## config.mk

```make
export PLATFORM = sky130hd
export DESIGN_NAME = pll_reconfig_sched
export DESIGN_NICKNAME = d
export VERILOG_FILES = /design/src/rtl/pll_reconfig_sched.sv
export SDC_FILE = /design/constraint.sdc
export NUM_CORES = 1
export LEC_CHECK = 0
export ABC_AREA = 1
export BUFFER_PORTS_ARGS = -buffer_cell sky130_fd_sc_hd__buf_4
export CORE_MARGIN = 2
export CORE_UTILIZATION = 50
export CTS_CLUSTER_SIZE = 20
export DETAILED_ROUTE_END_ITERATION = 16
export PLACE_DENSITY = 0.69
export SETUP_SLACK_MARGIN = 0.15
export SLEW_MARGIN = 25
export SYNTH_ARGS = -nofsm -noshare
export SYNTH_HDL_FRONTEND = slang
export SYNTH_SLANG_ARGS = --single-unit
```

## constraint.sdc

```tcl
create_clock -name i_clk -period 3 [get_ports i_clk]
set_input_delay 0.6 -clock i_clk [delete_from_list [all_inputs] [get_ports i_clk]]
set_output_delay 0.6 -clock i_clk [all_outputs]
set_load 0.02 [all_outputs]
```

## src/rtl/pll_reconfig_sched.sv

```systemverilog
// Round-robin run-time reprogramming sequencer for the CPU (ch0) and SOC (ch1) PLLs; gate, power-cycle, lock wait, re-enable.
// Optional PLL_SEQ_STATUS_EN adds o_status with per-channel reconfiguration counters.
module pll_reconfig_sched #(
  parameter int          STABLE_CYC = 16,
  parameter int          GATE_CYC   = 4,
  parameter int          PD_CYC     = 25,
  parameter int          LOCK_CYC   = 12500,
  parameter logic [17:0] DEF_CFG0   = {1'b1, 1'b0, 3'd1, 5'd1, 8'd40},
  parameter logic [17:0] DEF_CFG1   = {1'b1, 1'b0, 3'd1, 5'd1, 8'd32}
) (
  input  logic        i_clk,
  input  logic        i_reset,
  input  logic [17:0] i_cfg_ch0,
  input  logic [17:0] i_cfg_ch1,
  output logic [15:0] o_pll_m,
  output logic [9:0]  o_pll_n,
  output logic [5:0]  o_pll_od,
  output logic [1:0]  o_pll_bp,
  output logic [1:0]  o_pll_oe,
  output logic [1:0]  o_pll_pd,
  output logic [1:0]  o_hold_rst,
  output logic        o_busy
`ifdef PLL_SEQ_STATUS_EN
  ,
  output logic [15:0] o_status
`endif
);

  typedef struct packed {
    logic       oe;
    logic       bp;
    logic [2:0] od;
    logic [4:0] n;
    logic [7:0] m;
  } cfg_t;

  typedef enum logic [2:0] {
    S_IDLE, S_GATE, S_PWRDN, S_LOCK, S_ENABLE, S_RELEASE
  } state_t;

  localparam int MAX_A   = (GATE_CYC > PD_CYC) ? GATE_CYC : PD_CYC;
  localparam int CNT_MAX = (MAX_A > LOCK_CYC) ? MAX_A : LOCK_CYC;
  localparam int CNT_W   = $clog2(CNT_MAX + 1);
  localparam int SW      = $clog2(STABLE_CYC + 1);

  state_t           r_state, w_state_nxt;
  logic [CNT_W-1:0] r_cnt;
  logic             r_ch, r_rr_next, r_busy;
  cfg_t             r_snap;
  logic [1:0]       r_pend, w_pend_nxt;
  logic [1:0]       r_oe, r_pd, r_hold;
  cfg_t             r_applied [2];
  cfg_t             r_last    [2];
  cfg_t             r_deb     [2];
  logic [SW-1:0]    r_stab    [2];
  cfg_t             w_cfg     [2];
  logic [1:0]       w_sat;
  logic             w_sel, w_cnt_zero;

  assign w_cfg[0]   = cfg_t'(i_cfg_ch0);
  assign w_cfg[1]   = cfg_t'(i_cfg_ch1);
  assign w_sat[0]   = (r_stab[0] == SW'(STABLE_CYC));
  assign w_sat[1]   = (r_stab[1] == SW'(STABLE_CYC));
  assign w_cnt_zero = (r_cnt == '0);
  assign w_sel      = (r_pend == 2'b11) ? r_rr_next : r_pend[1];

  always_comb begin
    w_state_nxt = r_state;
    case (r_state)
      S_IDLE:    if (r_pend != 2'b00) w_state_nxt = S_GATE;
      S_GATE:    if (w_cnt_zero) w_state_nxt = S_PWRDN;
      S_PWRDN:   if (w_cnt_zero) w_state_nxt = S_LOCK;
      S_LOCK:    if (w_cnt_zero) w_state_nxt = S_ENABLE;
      S_ENABLE:  if (w_cnt_zero) w_state_nxt = S_RELEASE;
      S_RELEASE: w_state_nxt = S_IDLE;
      default:   w_state_nxt = S_IDLE;
    endcase
  end

  // A channel edited after its snapshot was taken keeps its pending bit so it is served again.
  always_comb begin
    w_pend_nxt = r_pend;
    if (r_state == S_RELEASE && r_snap == r_deb[r_ch]) w_pend_nxt[r_ch] = 1'b0;
    for (int i = 0; i < 2; i++) begin
      if (w_sat[i] && r_last[i] != r_applied[i]) w_pend_nxt[i] = 1'b1;
    end
  end

  always_ff @(posedge i_clk) begin
    if (i_reset) begin
      r_state      <= S_IDLE;
      r_cnt        <= '0;
      r_ch         <= 1'b0;
      r_rr_next    <= 1'b0;
      r_busy       <= 1'b0;
      r_snap       <= '0;
      r_pend       <= 2'b11;
      r_oe         <= 2'b00;
      r_pd         <= 2'b11;
      r_hold       <= 2'b11;
      r_applied[0] <= cfg_t'(DEF_CFG0);
      r_applied[1] <= cfg_t'(DEF_CFG1);
      r_last[0]    <= cfg_t'(DEF_CFG0);
      r_last[1]    <= cfg_t'(DEF_CFG1);
      r_deb[0]     <= cfg_t'(DEF_CFG0);
      r_deb[1]     <= cfg_t'(DEF_CFG1);
      r_stab[0]    <= '0;
      r_stab[1]    <= '0;
    end else begin
      r_state <= w_state_nxt;
      r_pend  <= w_pend_nxt;
      r_busy  <= (w_state_nxt != S_IDLE) || (r_state == S_RELEASE && w_pend_nxt != 2'b00);
      for (int i = 0; i < 2; i++) begin
        r_last[i] <= w_cfg[i];
        if (w_cfg[i] != r_last[i]) r_stab[i] <= '0;
        else if (!w_sat[i]) r_stab[i] <= r_stab[i] + SW'(1);
        if (w_sat[i]) r_deb[i] <= r_last[i];
      end
      if (w_state_nxt != r_state) begin
        case (w_state_nxt)
          S_GATE: begin
            r_ch         <= w_sel;
            r_snap       <= r_deb[w_sel];
            r_oe[w_sel]   <= 1'b0;
            r_hold[w_sel] <= 1'b1;
            r_cnt        <= CNT_W'(GATE_CYC - 1);
          end
          S_PWRDN: begin
            r_pd[r_ch]      <= 1'b1;
            r_applied[r_ch] <= r_snap;
            r_cnt           <= CNT_W'(PD_CYC - 1);
          end
          S_LOCK: begin
            r_pd[r_ch] <= 1'b0;
            r_cnt      <= r_snap.bp ? '0 : CNT_W'(LOCK_CYC - 1);
          end
          S_ENABLE: begin
            r_oe[r_ch] <= r_snap.oe;
            r_cnt      <= CNT_W'(GATE_CYC - 1);
          end
          S_RELEASE: r_hold[r_ch] <= 1'b0;
          default:   r_rr_next <= ~r_ch;
        endcase
      end else if (!w_cnt_zero) begin
        r_cnt <= r_cnt - CNT_W'(1);
      end
    end
  end

  assign o_pll_m    = {r_applied[1].m,  r_applied[0].m};
  assign o_pll_n    = {r_applied[1].n,  r_applied[0].n};
  assign o_pll_od   = {r_applied[1].od, r_applied[0].od};
  assign o_pll_bp   = {r_applied[1].bp, r_applied[0].bp};
  assign o_pll_oe   = r_oe;
  assign o_pll_pd   = r_pd;
  assign o_hold_rst = r_hold;
  assign o_busy     = r_busy;

`ifdef PLL_SEQ_STATUS_EN
  logic [7:0] r_recfg_cnt0, r_recfg_cnt1;

  always_ff @(posedge i_clk) begin
    if (i_reset) begin
      r_recfg_cnt0 <= 8'd0;
      r_recfg_cnt1 <= 8'd0;
    end else if (r_state == S_RELEASE) begin
      if (r_ch) r_recfg_cnt1 <= r_recfg_cnt1 + 8'd1;
      else      r_recfg_cnt0 <= r_recfg_cnt0 + 8'd1;
    end
  end

  assign o_status = {r_recfg_cnt1, r_recfg_cnt0};
`endif

endmodule
```

======== Word-level counts from Yosys, hierarchy flattened ========
Memories as Yosys holds them, arrays and structs flattened. A register that Yosys moved wholly into a read port is not among the register bits.
Index checks and enable logic that the tools add are counted.
word-level totals
  flip-flop bits (word level) ............. 28
  memory bits (writable) .................. 118
  bits of input ports ..................... 38
  output and inout bits ................... 41
  logic and storage cells ................. 145
  memories ................................ 4
memory list
  name       depth  width  rd ports  clocked after memory_dff  write ports  line  RTL
  r_applied  2      18     2         0                         2            52    cfg_t r_applied [2];
  r_deb      2      18     2         2                         2            54    cfg_t r_deb [2];
  r_last     2      18     2         0                         2            53    cfg_t r_last [2];
  r_stab     2      5      2         0                         2            55    logic [SW-1:0] r_stab [2];
cells by class
  add/subtract/negate cells ............... 3
  order comparisons ....................... 4
  equality and inequality tests ........... 21
  multiplexer cells ....................... 62
  bitwise logic cells ..................... 18
  reduce and logical (&&, ||, !) cells .... 24
operators by type and width
  kind                                                                   number
  18-bit 2-to-1 mux                                                      5
  18-bit != test                                                         4
  14-bit 2-to-1 mux                                                      3
  14-bit one-hot mux with 3 select lines                                 1
  1-bit 2-to-1 mux                                                       36
  5-bit 2-to-1 mux                                                       4
  18-bit == test                                                         1
  18-bit OR reduction                                                    1
  3-bit 2-to-1 mux                                                       5
  3-bit one-hot mux with 5 select lines                                  1
  14-bit logical NOT                                                     1
  14-bit by 1-bit subtractor with 14-bit output (second input constant)  1
  3-bit by 2-bit == test with 1-bit output (second input constant)       4
  3-bit == test (second input constant)                                  4
  2-bit one-hot mux with 2 select lines                                  3
  2-bit AND reduction                                                    6
  5-bit by 1-bit adder with 5-bit output (second input constant)         2
  5-bit == test (second input constant)                                  2
  2-bit nonzero test                                                     5
  2-bit bitwise AND                                                      4
  1-bit OR                                                               8
  3-bit by 1-bit == test with 1-bit output (second input constant)       2
  1-bit logical AND                                                      6
  5-bit OR reduction                                                     1
  16 further kinds                                                       22

======== Longest topological paths before layout ========
  word-level depth ........................ 11
  gate-level depth with buffers ........... 18
  gate-level depth less buffers ........... 18

======== Least setup slack after synthesis ========
OpenSTA, ideal clock, no wires.
  path kind ............................... register -> register
  start ................................... reg r_cnt[0]
  end ..................................... mem r_applied[1][0] (netlist bit) (enable)
  library setup time ...................... 375 ps
  data arrival time ....................... 2243 ps
  required time ........................... 2625 ps
  path slack .............................. 382 ps
  cell stages (with the launch flop) ...... 14
  buffers on the path ..................... 1
  clock period less this slack ............ 2618 ps
  path through ............................ dfxtp_1 > inv_1 > ha_1 > nand2_2 > nor2_4 > nand2_2 > nand2_2 > nand3_2 > nand2_4 > nand2_2 > nand3b_4 > nand3_1 > buf_2 > nand2_1
RTL lines
  item                      line  RTL
  start: declaration        47    logic [CNT_W-1:0] r_cnt;
  start signal: assignment  126   r_cnt <= CNT_W'(GATE_CYC - 1);
  start signal: assignment  131   r_cnt <= CNT_W'(PD_CYC - 1);
  start signal: assignment  135   r_cnt <= r_snap.bp ? '0 : CNT_W'(LOCK_CYC - 1);
  end: declaration          52

==> reports/metrics.csv <==
metric,value,unit
cts_num_sinks,165,
finalHoldViolations,0,
track_usage,23.1,%
fillCellCount,1471,
antenna_left,0,
syn_avg_cell_area,8.04,µm²
synth_top_area_share,29.3,%
pwr-share-clk,29.9,%
antenna_found_initial,0,
cts_buffers,17,
start_kind,register,
cp.required,3120,ps
port_buffers,78,
async_flop_share,0,%
holdBufCountCts,0,
placed_area,9000,µm²
synthDistinctLibCells,38,
critical_path.max_stage_delay,330,ps
grt_max_degree,39,
end_kind,register,
routedWlPerCell,15.0,µm
combinationalPowerShare,32.9,%
finClkSkew,8.97,ps
final-seq-area,4120,µm²
grt_pass1_vias,6465,
num_rows,47,
fin_nets,1138,
tns,0,ps
pre_cts_ws,427,ps
wirelength,19900,µm
cts_root_buf,clkbuf_16,
netSwitchingFraction,37.1,%
die_h,134,µm
design_area,9620,µm²
coreArea,16500,µm²
ys_seq_area_share,49.1,%
clock.fmax,396,MHz
ir_worst_vdd,0.494,mV
fin_crit,2530,ps
worst-path-buf-inv,2,
syn_area,8400,µm²
die_area,17800,µm²
yosys-top-cells-area,"edfxtp_1 (29%), dfxtp_1 (20%), nand2_1 (10%)",
crit_family,simple AND/OR/NAND/NOR gates,
tightest_slew,632,ps
cts_resized,0,
worstPathMaxFanout,18,
power.density,796,nW/µm²
start_util,50.8,%
p_switching,2.84,mW
post-cts-setup-buffer-count,0,
synth_top_cell_by_area,edfxtp_1,
drt_pass1_iterations,5,
clockBufferDepth,2,
crit_path_top_delay_cell,dfxtp_1,
insertion_delay,430,ps
path_common_cell,nand2_2,
drtIter0Drc,472,
maxCapViolCount,0,
rsz0062_at_grt,false,
cp_cell_sequence,"inv_1, ha_1, nand2_2, nor2_4, nand2_2, nand2_2, nand3_2, nand2_4, nand2_2, nand3b_4, nand3_2, nand2_1, buf_4",
power_frac_seq,37.2,%
grt-ovfl-total,0,
hpwlAfterDp,14500,µm
crit_arrival,2640,ps
p_leak,4.26,nW
syn_nets,1087,
htreeDepth,4,
grt_pass1_wl,32000,µm
drc,0,
drive_above_1_share,15.2,%
hp-class,input port to register,
ios,79,
synth_edf_count,82,
antenna_cells,0,
yosysWarnings,0,
max_slew_margin,57.6,%
syn2layout_area_growth,14.6,%
finalCritPeriodShare,84.2,%
gp_congestion,0.891,
setup_viol_count_final,0,
multiInputGateArea,3380,µm²
fp.dieW,134,µm
ys_ff_latch,165,
status,completed,
via_count,6743,
worst_slack,473,ps
p_int,4.82,mW
cts_tree,done,
synth_cells,1044,
slew_viol_final,0,
synthFlopType,dfxtp_1,
worstSetupPathType,register to register,
clkSlewWorstSetupHoldPaths,70,ps
routed_via_density,5.08,
## placed cells by master (no fill, tap or decap), types with 23 or more instances in the layout
| master | count |
|---|---|
| nand4_1 | 23 |
| nor2_1 | 185 |
| edfxtp_1 | 82 |
| nand2_1 | 226 |
| dfxtp_1 | 83 |
| xor2_1 | 31 |
| xnor2_1 | 25 |
| buf_4 | 93 |
| a21oi_1 | 34 |
| nand3_1 | 41 |
| inv_1 | 138 |
## layer usage
metal | vias to the layer above | global-route usage, % | share of wire [%]
li1 | 3389 | - | -
met1 | 3148 | 28.9 | 44
met2 | 172 | 38.3 | 47
met3 | 34 | 5.48 | 5.9
met4 | 0 | 9.69 | 2.8
met5 | - | 0 | 0
## cell families after synthesis
logic type | share of synthesized area [%]
xor gates and xnor gates | 5.84
DFF | 49.1
buffers and inverters | 10.8
AOI/OAI and AO/OA | 6.24
adders and majority gates | 0.745
and+or+nand+nor | 27.3
## final timing paths
kind | depth (start not counted) | slack [ps] | start | endpoint
min reg2reg | 2 | 490 | r_cnt[11]$_SDFFE_PP0P_ | r_cnt[11]$_SDFFE_PP0P_
max | 13 | 470 | r_cnt[0]$_SDFFE_PP0P_ | r_applied[0][0]$_SDFFCE_PN0P_
max reg2reg | 13 | 470 | r_cnt[0]$_SDFFE_PP0P_ | r_applied[0][0]$_SDFFCE_PN0P_
min | 2 | 360 | i_cfg_ch0[17] | r_last[0][17]$_SDFF_PP1_
## registers in the layout, summed over array words and instances (netlist names), named ones only
signal / cells
r_deb: 36
r_stab: 10
r_applied: 36
r_snap: 18
r_pend: 2
r_last: 36
o_pll_oe: 2
r_ch: 1
r_rr_next: 1
r_state: 3
r_cnt: 14
o_busy: 1
o_hold_rst: 2
## power by group through the flow
stage / Combinational, mW / Sequential (mW) / Clock, mW
detailed placement: 2.49 / 2.89 / 0
floorplan: 2.02 / 2.84 / 0
global route: 2.86 / 2.88 / 2.41
global placement: 2.48 / 2.89 / 0
finish: 2.52 / 2.85 / 2.29
CTS: 2.51 / 2.84 / 2.32
## synth_stat cells (2+ instances only)
master and n:
xor2_1 31, dfxtp_1 83, nand2_2 6, buf_2 2
nand4_1 23, nor2_4 3, inv_1 138, o21ai_0 21
inv_2 2, or2_2 14, nand3_2 4, a211oi_1 21
nor2_1 185, nand2_1 226, buf_4 35, nand3b_1 2
a21oi_1 34, o211ai_1 2, xnor2_1 25, ha_1 5
nand2_4 3, clkbuf_1 20, a21oi_2 5, edfxtp_1 82
nor4_1 4, nor3_1 13, nand3_1 42, buf_1 3
## area by class of cell
| cell class | count | share of cell area, % |
|---|---|---|
| multi-input cells | 677 | 35.1 |
| clock inverters | 15 | 1.99 |
| repair buffers | 93 | 7.26 |
| clock buffers | 17 | 4.42 |
| inverters | 141 | 5.50 |
| well taps | 220 | 2.86 |
| flip-flops and latches | 165 | 42.9 |
## through the flow
stage	util (%)	power [mW]	instances	hold WS, ps
5_1_grt	58.2	8.15	1328	355
2_1_floorplan	-	4.86	1044	452
6_report	58.2	7.66	1328	363
4_1_cts	58.2	7.67	1328	349
3_3_place_gp	54.5	5.36	1296	471
3_5_place_dp	54.5	5.38	1296	474
(Power assumes the default switching activity.)
